$ cat src/rtl/calc_pkg.sv
// Shared types and constants for the calc_arbiter slice: FSM encoding, widths
// and a small one-hot helper.
package calc_pkg;

  localparam int W_DEF  = 4;
  localparam int MODO_W = 2;
  localparam int CNT_W  = 4;

  typedef enum logic [1:0] {
    IDLE = 2'd0,
    WAIT = 2'd1,
    RESP = 2'd2
  } state_t;

  function automatic logic [1:0] onehot2(input logic idx);
    return idx ? 2'b10 : 2'b01;
  endfunction

endpackage

$ cat src/rtl/calc_arbiter_if.sv
// Request/response handshake bundle between two requesters and calc_arbiter.
// master = requester side, slave = arbiter side.
interface calc_arbiter_if #(
  parameter int W = calc_pkg::W_DEF
);
  import calc_pkg::*;

  logic [1:0]          req_valid;
  logic [1:0]          req_ready;
  logic [2*W-1:0]      req_a;
  logic [2*W-1:0]      req_b;
  logic [2*MODO_W-1:0] req_modo;
  logic [1:0]          resp_valid;
  logic [1:0]          resp_ready;
  logic [W-1:0]        resp_c;

  modport master (
    output req_valid, req_a, req_b, req_modo, resp_ready,
    input  req_ready, resp_valid, resp_c
  );

  modport slave (
    input  req_valid, req_a, req_b, req_modo, resp_ready,
    output req_ready, resp_valid, resp_c
  );

endinterface

$ cat src/rtl/calc_arbiter_rr_arb2.sv
// Combinational two-way picker: a lone requester wins outright, a tie goes to
// the requester named by ptr.
module rr_arb2 (
  input  logic [1:0] req,
  input  logic       ptr,
  output logic [1:0] gnt_onehot,
  output logic       gnt_idx
);

  always_comb begin
    // NOTE: every output gets a default before the case so no path can infer a latch.
    gnt_idx    = 1'b0;
    gnt_onehot = 2'b00;
    case (req)
      2'b01:   gnt_idx = 1'b0;
      2'b10:   gnt_idx = 1'b1;
      2'b11:   gnt_idx = ptr;
      default: gnt_idx = 1'b0;
    endcase
    if (req != 2'b00) gnt_onehot = gnt_idx ? 2'b10 : 2'b01;
  end

endmodule

$ cat src/rtl/calc_arbiter.sv
// Two-requester arbiter/sequencer in front of a shared calculadora datapath.
// Define ARB_FIXED_PRIO_EN for fixed priority (requester 0 wins ties).
module calc_arbiter
  import calc_pkg::*;
#(
  parameter int W   = W_DEF,
  parameter int LAT = 1          // calculadora latency, legal 1..15
) (
  input  logic              clk,
  input  logic              rst,
  calc_arbiter_if.slave     bus,
  output logic [W-1:0]      calc_a,
  output logic [W-1:0]      calc_b,
  output logic [MODO_W-1:0] calc_modo,
  input  logic [W-1:0]      calc_c,
  output logic              busy
);

  state_t           state, state_nxt;
  logic             rr_ptr;
  logic             gnt;
  logic [CNT_W-1:0] cnt;
  logic [1:0]       win_onehot;
  logic             win_idx;
  logic             accept;

  rr_arb2 u_arb (
    .req        (bus.req_valid),
    .ptr        (rr_ptr),
    .gnt_onehot (win_onehot),
    .gnt_idx    (win_idx)
  );

  always_comb begin
    state_nxt      = state;
    bus.req_ready  = 2'b00;
    bus.resp_valid = 2'b00;
    accept         = 1'b0;
    case (state)
      IDLE: begin
        bus.req_ready = win_onehot;
        accept        = |(bus.req_valid & win_onehot);
        if (accept) state_nxt = WAIT;
      end
      WAIT: if (cnt == '0) state_nxt = RESP;
      RESP: begin
        bus.resp_valid = onehot2(gnt);
        if (bus.resp_ready[gnt]) state_nxt = IDLE;
      end
      default: state_nxt = IDLE;
    endcase
  end

  assign busy = (state != IDLE);

  // NOTE: all state is sequential and uses non-blocking assignments; reset
  // clears every register so outputs are 0 and in-flight work is dropped.
  always_ff @(posedge clk or negedge rst) begin
    if (!rst) begin
      state      <= IDLE;
      gnt        <= 1'b0;
      cnt        <= '0;
      calc_a     <= '0;
      calc_b     <= '0;
      calc_modo  <= '0;
      bus.resp_c <= '0;
    end else begin
      state <= state_nxt;
      // calc_* only change on accept, so they hold through WAIT/RESP/IDLE.
      if (accept) begin
        calc_a    <= win_idx ? bus.req_a[2*W-1:W] : bus.req_a[W-1:0];
        calc_b    <= win_idx ? bus.req_b[2*W-1:W] : bus.req_b[W-1:0];
        calc_modo <= win_idx ? bus.req_modo[2*MODO_W-1:MODO_W]
                             : bus.req_modo[MODO_W-1:0];
        gnt       <= win_idx;
        cnt       <= CNT_W'(LAT);
      end
      if (state == WAIT) begin
        if (cnt != '0) cnt <= cnt - 1'b1;
        else           bus.resp_c <= calc_c;
      end
    end
  end

`ifdef ARB_FIXED_PRIO_EN
  assign rr_ptr = 1'b0;
`else
  // Tie-break pointer moves to the other requester after each completed response.
  always_ff @(posedge clk or negedge rst) begin
    if (!rst)
      rr_ptr <= 1'b0;
    else if (state == RESP && bus.resp_ready[gnt])
      rr_ptr <= ~gnt;
  end
`endif

endmodule

$ cat src/flat_wrapper.sv
// flat-port wrapper written by rule: the top's interface ports become plain ports
module calc_arbiter_flat import calc_pkg::*;
#(
  parameter int W   = W_DEF,
  parameter int LAT = 1                                             
)
  (clk, rst, calc_a, calc_b, calc_modo, calc_c, busy, bus_req_valid, bus_req_a, bus_req_b, bus_req_modo, bus_resp_ready, bus_req_ready, bus_resp_valid, bus_resp_c);
  calc_arbiter_if #(.W(W)) bus_i ();
  input  logic clk;
  input  logic rst;
  output logic [W-1:0] calc_a;
  output logic [W-1:0] calc_b;
  output logic [MODO_W-1:0] calc_modo;
  input  logic [W-1:0] calc_c;
  output logic busy;
  input wire logic [$bits(bus_i.req_valid)-1:0] bus_req_valid;
  input wire logic [$bits(bus_i.req_a)-1:0] bus_req_a;
  input wire logic [$bits(bus_i.req_b)-1:0] bus_req_b;
  input wire logic [$bits(bus_i.req_modo)-1:0] bus_req_modo;
  input wire logic [$bits(bus_i.resp_ready)-1:0] bus_resp_ready;
  output wire logic [$bits(bus_i.req_ready)-1:0] bus_req_ready;
  output wire logic [$bits(bus_i.resp_valid)-1:0] bus_resp_valid;
  output wire logic [$bits(bus_i.resp_c)-1:0] bus_resp_c;
  assign bus_i.req_valid = bus_req_valid;
  assign bus_i.req_a = bus_req_a;
  assign bus_i.req_b = bus_req_b;
  assign bus_i.req_modo = bus_req_modo;
  assign bus_i.resp_ready = bus_resp_ready;
  assign bus_req_ready = bus_i.req_ready;
  assign bus_resp_valid = bus_i.resp_valid;
  assign bus_resp_c = bus_i.resp_c;
  calc_arbiter #(.W(W), .LAT(LAT)) u_core (.clk(clk), .rst(rst), .bus(bus_i), .calc_a(calc_a), .calc_b(calc_b), .calc_modo(calc_modo), .calc_c(calc_c), .busy(busy));
endmodule
$ cat config.mk
export PLATFORM = sky130hd
export DESIGN_NAME = calc_arbiter_flat
export DESIGN_NICKNAME = d
export VERILOG_FILES = /design/src/rtl/calc_pkg.sv /design/src/rtl/calc_arbiter_if.sv /design/src/rtl/calc_arbiter_rr_arb2.sv /design/src/rtl/calc_arbiter.sv /design/src/flat_wrapper.sv
export SDC_FILE = /design/constraint.sdc
export NUM_CORES = 1
export LEC_CHECK = 0
export ABC_AREA = 1
export BUFFER_PORTS_ARGS = -buffer_cell sky130_fd_sc_hd__buf_2
export CELL_PAD_IN_SITES_DETAIL_PLACEMENT = 0
export CELL_PAD_IN_SITES_GLOBAL_PLACEMENT = 1
export CORE_MARGIN = 2
export CORE_UTILIZATION = 35
export DETAILED_ROUTE_END_ITERATION = 16
export GPL_TIMING_DRIVEN = 0
export PLACE_DENSITY = 0.87
export RECOVER_POWER = 100
export SKIP_CTS_REPAIR_TIMING = 1
export SKIP_LAST_GASP = 1
export SYNTH_ARGS = -nofsm -noshare
export SYNTH_HDL_FRONTEND = slang
export SYNTH_HIERARCHICAL = 1
export SYNTH_SLANG_ARGS = --single-unit
export TNS_END_PERCENT = 5
$ cat constraint.sdc
create_clock -name clk -period 3.7 [get_ports clk]
set_input_delay 0.185 -clock clk [delete_from_list [all_inputs] [get_ports clk]]
set_output_delay 0.185 -clock clk [all_outputs]
set_load 0.02 [all_outputs]
==> impl_metrics.yaml, run 1 <==
min_path:
  hold_path.class: "input pin to flip-flop"
  hp-start: "calc_c[3]"
critical_path:
  crit_path_start: "u_core/rr_ptr"
  crit_type: "flip-flop to flip-flop"
  slowest_stage: "clkbuf_1"
  worst_ep_arrival_time_ns: 1.86
  cp-end-kind: "flip-flop"
  cpPeakStageDelay_ns: 0.43
  r2r-start: "u_core/rr_ptr"
  crit_required_ns: 3.94
  crit_chain: "nand3_1 -> nand2_1 -> nand2_1 -> nand2_1 -> nand2_1 -> clkbuf_1 -> nand3_1 -> nand2_1"
  cpMostUsedCell: "nand2_1"
  cp_max_fo: 10
  setup.worst_path.start_class: "flip-flop"
sta:
  hold_viol: 0
  drv_slew: 0
  fin_crit_ns: 1.62
  setup-violations-final: 0
  finalCritPeriodShare_pct: 43.7
  rsz0062_at_grt: "false"
  hold_slack_ns: 0.0809
  setup_tns_ns: 0
  skew_ns: 0.00364
  max_clock_freq_ghz: 0.619
  tightest_slew_ns: 1.16
  slew_headroom_pct: 22.9
  fin_ws_ns: 2.08
placed_design:
  dpl_cell_area_sq_um: 1420
  place_ws_ns: 2.39
  io_buffer_count: 48
  dp_hpwl_um: 1950
  routabilityCongestion: 0.743
routing:
  drt_pre_antenna_iters: 4
  postRouteAntennaNets: 0
  viasPerCell: 4.49
  wl_per_cell_um: 10.0
  drt_iter0_markers: 11
  drt-total-wl_um: 2380
  num_vias: 1069
  drc: 0
global_routing:
  grt_busiest_layer: "met2"
  grt_first_pass_wirelength_um: 4080
  grt_use_total_pct: 14.7
  grt_pass1_vias: 987
  antenna_found_initial: 0
  grt_max_degree: 23
  globalRouteMet2Util_pct: 25.8
  grt-ovfl-total: 0
  grtUsageMet1_pct: 17.6
  use_met3_pct: 2.99
floorplanning:
  die_area_sq_um: 3690
  design.core.area_sq_um: 3050
  chipHeight_um: 60.8
  ioPinCount: 49
  start_util_pct: 37.0
  rows: 20
  die_x_um: 60.8
layout:
  design_area_sq_um: 1390
  n_antenna_cell: 0
  utilization_pct: 45.7
  drive_gt1_share_pct: 23.2
  nNetsFinal: 227
  fill_cells: 344
  area_delta_synth_final_pct: 23.5
synthesis:
  synthMuxAreaShare_pct: 0
  synth_common_cells: "nand2_1 (50), dfrtp_1 (22), inv_1 (14)"
  synth_compound_area_share_pct: 12.6
  ys_warn_count: 6
  ys_seq_area_share_pct: 48.8
  synthAdderAreaFrac_pct: 1.11
  synth_top_area_share_pct: 48.8
  synth_flop_cell: "dfrtp_1"
  ys_top_cells_by_area: "dfrtp_1 (49%), nand2_1 (17%), o21ai_0 (5.8%)"
  ys_types: 16
  postSynthCellCount: 142
  postSynth.asyncResetShare_pct: 100
  synth_nets: 173
  yosys.cell_count.top_type: "nand2_1"
  synth_top_family_by_area: "simple AND/OR/NAND/NOR gates"
  ys_seq_elements: 22
  syn_area_sq_um: 1130
  synth-xor-area-share_pct: 0.776
  synth_area_per_cell_sq_um: 7.95
  synth_edf_count: 0
  synth_top_cell_by_area: "dfrtp_1"
  yosys.area_share.simple_pct: 28.6
outcome:
  status: "finished, final reports clean"
cts:
  clock_sinks: 22
  cts_root_buffer: "clkbuf_4"
  cts_buffers: 3
  cts_tree: "yes"
  clock_latency_ns: 0.30
  cts_buffer_depth: 2
  path_clk_slew_ns: 0.11
  htree_levels: 1
power_and_ir_drop:
  vdd_drop_max_mv: 0.339
  p_leak_uw: 0.000749
  powerDensity_nw_per_um2: 739
run:
  max_cap_viol_count: 0
per-layer routing:
metal,share of wire (%),wire length [um]
met5,0,0
met4,1.5,36
met3,5.5,131
met2,49,1160
met1,44,1050
power by group:
group	internal [uW]	switching (uW)
clock network	37.9	64.8
logic	163	342
registers	352	70.3
final timing paths:
check,end,cells past startpoint,slack [ns]
setup / recovery,u_core/cnt[1],8,2.08
hold / removal,u_core/bus.resp_c[3],3,0.08
setup reg to reg,u_core/cnt[1],8,2.08
hold reg to reg,u_core/bus.resp_c[3],2,0.49
max in group asynchronous,u_core/calc_b[0],2,2.38
min in group asynchronous,u_core/cnt[3],2,0.63
final cells by class:
class / instances / area, sq um / area share (%)
Sequential cell: 22 / 551 / 39.5
Buffer: 4 / 23.8 / 1.71
Inverter: 14 / 52.6 / 3.77
Tap cell: 44 / 55.1 / 3.95
Timing Repair Buffer: 49 / 226 / 16.2
Multi-Input combinational cell: 102 / 463 / 33.2
Clock buffer: 3 / 22.5 / 1.62
through the flow:
step / total power, uW / std cells
after detailed placement: 994 / 234
after global placement: 973 / 234
final: 1030 / 238
after CTS: 1100 / 237
after global routing: 1130 / 238
after floorplan: 817 / 142
flip-flops by register name, summed over array words and instances, names as in the netlist:
name	flops
u_core/bus.resp_c	4
u_core/state	2
u_core/calc_modo	2
u_core/gnt	1
u_core/calc_b	4
u_core/rr_ptr	1
u_core/calc_a	4
u_core/cnt	4
critical path, delay by kind of cell, from the launching register on:
family / cells / cell delay (ns)
simple gates: 7 / 0.73
buf+inv: 1 / 0.43
flops: 1 / 0.42
cell usage in the layout, fill, tap and decap left out:
| cell type | instances |
|---|---|
| dfrtp_1 | 22 |
| nand2_1 | 51 |
| o21ai_1 | 1 |
| buf_6 | 1 |
| inv_1 | 14 |
| clkbuf_4 | 3 |
| nand3_1 | 6 |
| clkbuf_1 | 21 |
| o21ai_2 | 1 |
| a21oi_1 | 1 |
| xor2_1 | 1 |
| ha_1 | 1 |
| buf_2 | 30 |
| dlygate4sd3_1 | 1 |
| or2_2 | 10 |
| o21ai_0 | 21 |
| nor2_1 | 9 |
logic make-up (layout without fill, tap and decap cells):
family / after synthesis / count (layout)
compound gates: 24 / 24
xor+xnor: 1 / 1
fa+ha+maj: 1 / 1
buf+inv: 18 / 70
flops: 22 / 22
simple gates: 76 / 76
Power figures use the tool's default switching activity.
==> inputs of run 2 (changes only) <==
CORE_UTILIZATION = 32   (was 35)
PLACE_DENSITY = 0.81   (was 0.87)
clock period = 1.55 ns   (was 3.7 ns; I/O delays follow)
==> impl_metrics.yaml, run 2 (same netlist as run 1, synthesis figures left out) <==
power_and_ir_drop:
  vdd_drop_max_mv: 0.737
  p_leak_uw: 0.000783
  powerDensity_nw_per_um2: 1710
cts:
  cts_buffer_depth: 2
  clock_sinks: 22
  htree_levels: 1
  clock_latency_ns: 0.29
  cts_buffers: 3
  cts_tree: "yes"
  cts_root_buffer: "clkbuf_4"
  path_clk_slew_ns: 0.11
critical_path:
  slowest_stage: "dfrtp_1"
  worst_ep_arrival_time_ns: 1.28
  setup.worst_path.start_class: "flip-flop"
  r2r-start: "u_core/rr_ptr"
  cpPeakStageDelay_ns: 0.41
  critPathTopFamily: "flip-flops"
  cp_max_fo: 3
  reg2reg_depth: 6
  worstSetupEndpoint: "bus_req_ready[1]"
  rr_endpoint: "u_core/calc_a[0]"
  crit_type: "flip-flop to primary output"
  crit_chain: "nor2_1 -> inv_1 -> nor2_1 -> clkbuf_2"
  crit_path_start: "u_core/state[0]"
  path_buf_inv: 2
  cp.depth: 4
  r2r_slack_ns: 0.22
  cpMostUsedCell: "nor2_1"
  crit_required_ns: 1.47
  cp-end-kind: "primary output"
sta:
  setup-violations-final: 0
  slew_headroom_pct: 24.5
  rsz0062_at_grt: "false"
  setup_tns_ns: 0
  max_clock_freq_ghz: 0.735
  tightest_slew_ns: 1.13
  finalCritPeriodShare_pct: 87.7
  fin_crit_ns: 1.36
  fin_ws_ns: 0.190
  hold_viol: 0
  drv_slew: 0
  skew_ns: 0.00351
routing:
  viasPerCell: 4.37
  num_vias: 1066
  drt_iter0_markers: 8
  drc: 0
  drt-total-wl_um: 2450
  postRouteAntennaNets: 0
  drt_pre_antenna_iters: 4
  wl_per_cell_um: 10.0
min_path:
  hold_path.class: "input pin to flip-flop"
global_routing:
  grt_max_degree: 23
  antenna_found_initial: 0
  grt_use_total_pct: 12.9
  grt_pass1_vias: 1028
  grt-ovfl-total: 0
  grt_first_pass_wirelength_um: 4190
layout:
  nNetsFinal: 231
  utilization_pct: 43.3
  n_antenna_cell: 0
  layout_commonest_cell: "nand2_1"
  drive_gt1_share_pct: 25.3
  final_cell_mix: "nand2_1 (50), buf_2 (31), dfrtp_1 (22)"
  design_area_sq_um: 1460
  area_delta_synth_final_pct: 29.0
  fill_cells: 361
floorplanning:
  ioPinCount: 49
  design.core.area_sq_um: 3360
  start_util_pct: 33.6
  die_x_um: 63.4
  chipHeight_um: 63.4
  die_area_sq_um: 4020
  rows: 21
placed_design:
  place_ws_ns: 0.246
  routabilityCongestion: 0.760
  dpl_cell_area_sq_um: 1430
  dp_hpwl_um: 2010
  io_buffer_count: 48
run:
  max_cap_viol_count: 0
outcome:
  status: "finished, final reports clean"
## run 2: area by class of cell
| cell class | count | area, sq um | share of cell area [%] |
|---|---|---|---|
| plain buffers | 4 | 38.8 | 2.66 |
| repair buffers | 53 | 269 | 18.5 |
| clock buffers | 3 | 22.5 | 1.55 |
| well taps | 46 | 57.6 | 3.95 |
| multi-input cells | 102 | 465 | 32.0 |
| inverters | 14 | 52.6 | 3.61 |
| flip-flops and latches | 22 | 551 | 37.8 |
## run 2: metal layers
metal / vias to the layer above / global-route usage [%] / part of all wire, %
met5: - / 0 / 0
met4: 0 / 4.08 / 1.2
met3: 4 / 2.86 / 6.3
met2: 37 / 23.6 / 50
met1: 467 / 14.9 / 42
li1: 558 / - / -
## run 2: report_power, final
group | switching, uW | internal (uW) | leakage, uW
logic | 828 | 419 | 0.000495
registers | 162 | 839 | 0.000274
clock network | 151 | 90.3 | 0.0000138
## run 2: worst min-delay path, cell delays in order
cell     delay, ns
buf_2         0.07
nand2_1       0.04
nand2_1       0.06
o21ai_0       0.07
## run 2: how the worst min path moves through the flow
stage / slack, ns / cells after the start / end / start
after global routing: 0.07 / 3 / u_core/calc_a[1] / bus_req_a[5]
after global placement: 0.06 / 1 / u_core/rr_ptr / rst
final: 0.07 / 4 / u_core/state[1] / bus_resp_ready[0]
after CTS: -0.27 / 1 / u_core/cnt[3] / rst
after floorplan: -0.22 / 0 / u_core/bus.resp_c[0] / rst
after detailed placement: 0.07 / 1 / u_core/rr_ptr / rst
## run 2: stage by stage
| step | cells | power, uW | hold WS [ns] |
|---|---|---|---|
| after floorplan | 142 | 1950 | -0.218 |
| after global placement | 236 | 2320 | 0.0640 |
| after detailed placement | 236 | 2380 | 0.0658 |
| after CTS | 239 | 2620 | -0.270 |
| after global routing | 244 | 2740 | 0.0741 |
| final | 244 | 2490 | 0.0733 |
